<file path="src/rtl/contatore_riconoscimenti_pkg.sv">
// Shared state encoding and default sizing for the recognition counter.
package contatore_riconoscimenti_pkg;

   typedef enum logic [1:0] {
      IDLE     = 2'b00,
      REPORT   = 2'b01,
      WAIT_REL = 2'b10
   } state_t;

   localparam int unsigned W_DEF      = 8;
   localparam int unsigned THRESH_DEF = 4;

endpackage

</file>
<file path="src/rtl/contatore_riconoscimenti_rilevatore_fronte.sv">
// Rising-edge detector: one-cycle ev pulse for each 0->1 transition of z_i.
module rilevatore_fronte (
   input  logic clock,
   input  logic reset,
   input  logic z_i,
   output logic ev_o
);

   logic z_q;

   always_ff @(posedge clock) begin
      if (reset) begin
         z_q <= 1'b0;
      end else begin
         z_q <= z_i;
      end
   end

   assign ev_o = z_i & ~z_q;

endmodule

</file>
<file path="src/rtl/contatore_riconoscimenti.sv">
// Counts recognitions and publishes a snapshot every THRESH events over a 4-phase valid/ack link.
// CONTATORE_RICONOSCIMENTI_SAT_EN makes the running count saturate instead of wrapping.
module contatore_riconoscimenti
   import contatore_riconoscimenti_pkg::*;
#(
   parameter int unsigned W      = W_DEF,
   parameter int unsigned THRESH = THRESH_DEF
) (
   input  logic         clock,
   input  logic         reset,
   input  logic         z,
   input  logic         ack,
   output logic [W-1:0] count,
   output logic         valid,
   output logic         lost
);

   localparam int unsigned BW = $clog2(THRESH + 1);

   state_t        state_q, state_d;
   logic [W-1:0]  cnt_q, cnt_d, cnt_nxt;
   logic [BW-1:0] batch_q, batch_d;
   logic [W-1:0]  count_q, count_d;
   logic [W-1:0]  pend_snap_q, pend_snap_d;
   logic          valid_q, valid_d;
   logic          pending_q, pending_d;
   logic          lost_q, lost_d;
   logic          ev, done;

   rilevatore_fronte u_fronte (
      .clock (clock),
      .reset (reset),
      .z_i   (z),
      .ev_o  (ev)
   );

`ifdef CONTATORE_RICONOSCIMENTI_SAT_EN
   assign cnt_nxt = (&cnt_q) ? cnt_q : cnt_q + W'(1);
`else
   assign cnt_nxt = cnt_q + W'(1);
`endif

   assign done = ev && (batch_q == BW'(THRESH - 1));

   always_comb begin
      cnt_d       = cnt_q;
      batch_d     = batch_q;
      state_d     = state_q;
      count_d     = count_q;
      valid_d     = valid_q;
      pending_d   = pending_q;
      pend_snap_d = pend_snap_q;
      lost_d      = lost_q;

      if (ev) begin
         cnt_d   = cnt_nxt;
         batch_d = done ? '0 : batch_q + BW'(1);
      end

      unique case (state_q)
         IDLE: begin
            if (done) begin
               count_d = cnt_nxt;
               valid_d = 1'b1;
               state_d = REPORT;
            end
         end
         WAIT_REL: begin
            if (!ack) begin
               if (pending_q) begin
                  // Drain the slot; a batch finishing on this edge refills it.
                  count_d     = pend_snap_q;
                  valid_d     = 1'b1;
                  state_d     = REPORT;
                  pending_d   = done;
                  pend_snap_d = done ? cnt_nxt : pend_snap_q;
               end else if (done) begin
                  count_d = cnt_nxt;
                  valid_d = 1'b1;
                  state_d = REPORT;
               end else begin
                  state_d = IDLE;
               end
            end else if (done) begin
               if (pending_q) begin
                  lost_d = 1'b1;
               end else begin
                  pending_d   = 1'b1;
                  pend_snap_d = cnt_nxt;
               end
            end
         end
         default: begin
            if (ack) begin
               valid_d = 1'b0;
               state_d = WAIT_REL;
            end
            if (done) begin
               if (pending_q) begin
                  lost_d = 1'b1;
               end else begin
                  pending_d   = 1'b1;
                  pend_snap_d = cnt_nxt;
               end
            end
         end
      endcase
   end

   always_ff @(posedge clock) begin
      if (reset) begin
         state_q     <= IDLE;
         cnt_q       <= '0;
         batch_q     <= '0;
         count_q     <= '0;
         valid_q     <= 1'b0;
         pending_q   <= 1'b0;
         pend_snap_q <= '0;
         lost_q      <= 1'b0;
      end else begin
         state_q     <= state_d;
         cnt_q       <= cnt_d;
         batch_q     <= batch_d;
         count_q     <= count_d;
         valid_q     <= valid_d;
         pending_q   <= pending_d;
         pend_snap_q <= pend_snap_d;
         lost_q      <= lost_d;
      end
   end

   assign count = count_q;
   assign valid = valid_q;
   assign lost  = lost_q;

endmodule

</file>
<file path="config.mk">
export PLATFORM = sky130hd
export DESIGN_NAME = contatore_riconoscimenti
export DESIGN_NICKNAME = d
export VERILOG_FILES = /design/src/rtl/contatore_riconoscimenti_pkg.sv /design/src/rtl/contatore_riconoscimenti_rilevatore_fronte.sv /design/src/rtl/contatore_riconoscimenti.sv
export SDC_FILE = /design/constraint.sdc
export NUM_CORES = 1
export LEC_CHECK = 0
export CORE_UTILIZATION = 25
export DETAILED_ROUTE_END_ITERATION = 7
export PLACE_DENSITY = 0.39
export SYNTH_ARGS = -nofsm -noshare
export SYNTH_HDL_FRONTEND = slang
export SYNTH_SLANG_ARGS = --single-unit
</file>
<file path="constraint.sdc">
create_clock -name clock -period 1.9 [get_ports clock]
set_input_delay 0.285 -clock clock [delete_from_list [all_inputs] [get_ports clock]]
set_output_delay 0.285 -clock clock [all_outputs]
set_load 0.01 [all_outputs]
</file>
==> out/results.txt <==
synthesized area - 1600 µm²
Layout Nets - 224
post-route minimum period - 1.81 ns
register area share after synthesis - 41.2%
input/output buffers - 13
CTS Buffer Depth - 2
Congestion Overflow GR - 0
Placeable Area - 6060 µm²
number of fill cells - 640
synth-to-layout area growth - 26.4%
CTS Root Cell - clkbuf_8
CP endpoint kind - register
hold crit path type - register to register
final worst path period share - 95.1%
syn nets - 197
Lkg Pwr - 0.722 nW
Max Clk Rate - 553 MHz
commonest non-fill, non-tap cell in the layout - dfxtp_1
H-tree depth - 2
final clock skew - 0.00517 ns
clock power share - 40.7%
number of global-route vias before repair - 1,351
die area - 6740 µm²
hold path start - valid
worst-path fanout max - 7
Clock transition at path regs - 0.07 ns
Placement Rows - 28
Post-CTS Hold Fix Bufs - 0
Post-DRT Antenna Nets - 0
MaxCap Viol Count - 0
CTS tree - built
Max Slew Vio Count - 0
Int Pwr - 1.02 mW
Ys Warns - 0
share of cells above drive strength 1 - 16.6%
Post-synth EDFFs - 0
reg-to-reg endpoint - count[6]
total chip power - 1.33 mW
per-cell routed wire length - 13.9 µm
TNS Setup - 0 ns
CP Launch Type - register
worst reg-to-reg path cell count - 6
via count - 1,434
Hold Path End - valid
initial antenna violation count - 0
CTS buffer count - 5
Global Route Usage Sum - 13.4%
Chip Height - 82.1 µm
Final setup viols - 0
max_slew headroom - 66.4%
outcome - complete, no violations
Initial DRT Pass Iterations - 4
Hold Path Cell Cnt - 2
Gate power share - 5.8%
Power Dens Cells - 656 nW/µm²
Final WS setup - 0.0922 ns
Remaining DRCs - 0
Slew @ Worst Pin - 0.499 ns
Placed Instance Area - 1900 µm²
Yosys reg bits - 33
sequential fraction of design power - 53.4%
Worst IR Drop VDD - 0.335 mV
io pins - 14
design area - 2030 µm²
Clk Latency, worst-skew pair - 0.28 ns
Req. time, crit path - 2.08 ns
largest net degree at the start of global routing - 22
Worst EP arrival - 1.99 ns
critical path class - register to register
ant diodes - 0
post-detail-place hpwl - 2860 µm
Mapped Cells - 190
asr flop ratio synth - 0%
ys flop type - dfxtp_1
most frequent cells in the layout - dfxtp_1, nor3_1, buf_4
Die X - 82.1 µm
Net Sw Frac - 22.8%
first-pass GRT wire length - 6690 µm
Reg2Reg Launch Point - batch_q[0]
starting density of the core - 26.4%
syn_area_per_cell - 8.44 µm²
DR vias/cell - 4.91
Final Core Density - 33.4%
final hold viol count - 0
sw power - 0.303 mW
Routed WL - 4050 µm
distinct cell type count after synthesis - 40
reg2reg setup slack - 0.09 ns
Setup WS pre-CTS - -0.113 ns
Final Wtd Congestion - 0.753
Clock Sinks - 33
initial drt markers - 42
-- cells in the mapped netlist (3+ instances only) --
| master | number | area, µm² |
|---|---|---|
| xnor2_1 | 7 | 61.3 |
| nand3b_1 | 5 | 37.5 |
| dfxtp_1 | 33 | 661 |
| nor2b_1 | 4 | 25.0 |
| nor2_1 | 19 | 71.3 |
| nor3b_1 | 3 | 22.5 |
| inv_1 | 3 | 11.3 |
| a211oi_1 | 4 | 30.0 |
| o21a_1 | 3 | 22.5 |
| a21oi_1 | 14 | 70.1 |
| a2111oi_0 | 4 | 35.0 |
| o21ai_0 | 6 | 30.0 |
| nor3_1 | 22 | 110 |
| buf_6 | 3 | 33.8 |
| nand3_1 | 4 | 20.0 |
| ha_1 | 3 | 37.5 |
| clkbuf_1 | 8 | 30.0 |
| nand2_1 | 12 | 45.0 |
-- cell type report --
class,instances,area (µm²),area share (%)
multi-input combinational,140,883,43.6
sequential,33,663,32.7
timing repair buffer,34,288,14.2
tap,75,93.8,4.63
clock buffer,7,86.3,4.26
inverter,3,11.3,0.556
-- logic make-up (layout without fill, tap and decap cells) --
logic type / after synthesis / after routing / synth area share, %
adders and majority gates: 3 / 3 / 2.34
and+or+nand+nor: 83 / 83 / 27.0
AOI/OAI and AO/OA: 44 / 44 / 18.1
buffers and inverters: 17 / 44 / 5.78
xor gates and xnor gates: 9 / 9 / 4.92
DFF: 33 / 33 / 41.2
muxes: 1 / 1 / 0.625
-- how the worst max path moves through the flow --
stage / from / end / slack, ns / cells after the start
2_1_floorplan: batch_q[0] / pend_snap_q[1] / 0.16 / 7
3_3_place_gp: z / count[0] / -0.06 / 7
3_5_place_dp: ack / pend_snap_q[5] / -0.11 / 5
4_1_cts: batch_q[0] / count[5] / 0.006 / 6
5_1_grt: batch_q[1] / count[6] / -0.005 / 6
6_report: batch_q[0] / count[6] / 0.09 / 6
-- power by group through the flow --
stage / clock network, mW / registers, mW / logic (mW)
finish: 0.541 / 0.710 / 0.0775
global route: 0.605 / 0.712 / 0.0873
CTS: 0.564 / 0.709 / 0.0768
detailed placement: 0 / 0.725 / 0.0767
global placement: 0 / 0.725 / 0.0765
floorplan: 0 / 0.723 / 0.0493
-- worst max-delay path, stage by stage (launching register included) --
cell and delay (ns):
dfxtp_2 0.34, ha_1 0.16, ha_2 0.19, nand3b_1 0.23, buf_4 0.23, a21o_2 0.24, o41ai_2 0.31
-- per-stage QoR --
stage | hold slack [ns] | instances
after floorplan | 0.413 | 190
after global placement | 0.447 | 284
after detailed placement | 0.452 | 284
after CTS | 0.462 | 291
after global routing | 0.497 | 292
final | 0.464 | 292
-- registers in the layout (all words and copies together) (netlist names) --
name          count
pending_q         1
valid             1
count             8
u_fronte.z_q      1
lost              1
batch_q           3
state_q           2
cnt_q             8
pend_snap_q       8
-- per-layer routing --
metal / global-route usage, % / wire length [µm] / vias to the layer above
li1: - / - / 740
met1: 18.5 / 2090 / 664
met2: 20.1 / 1790 / 25
met4: 4.21 / 50 / 0
met3: 3.56 / 122 / 5
met5: 0 / 0 / -
-- timing repair --
item                                    in CTS  in global routing
endpoints found under the setup margin       0                 13
resized for setup                            0                 12
setup buffers                                0                  1
No activity file was read; power rests on OpenSTA's default activity.
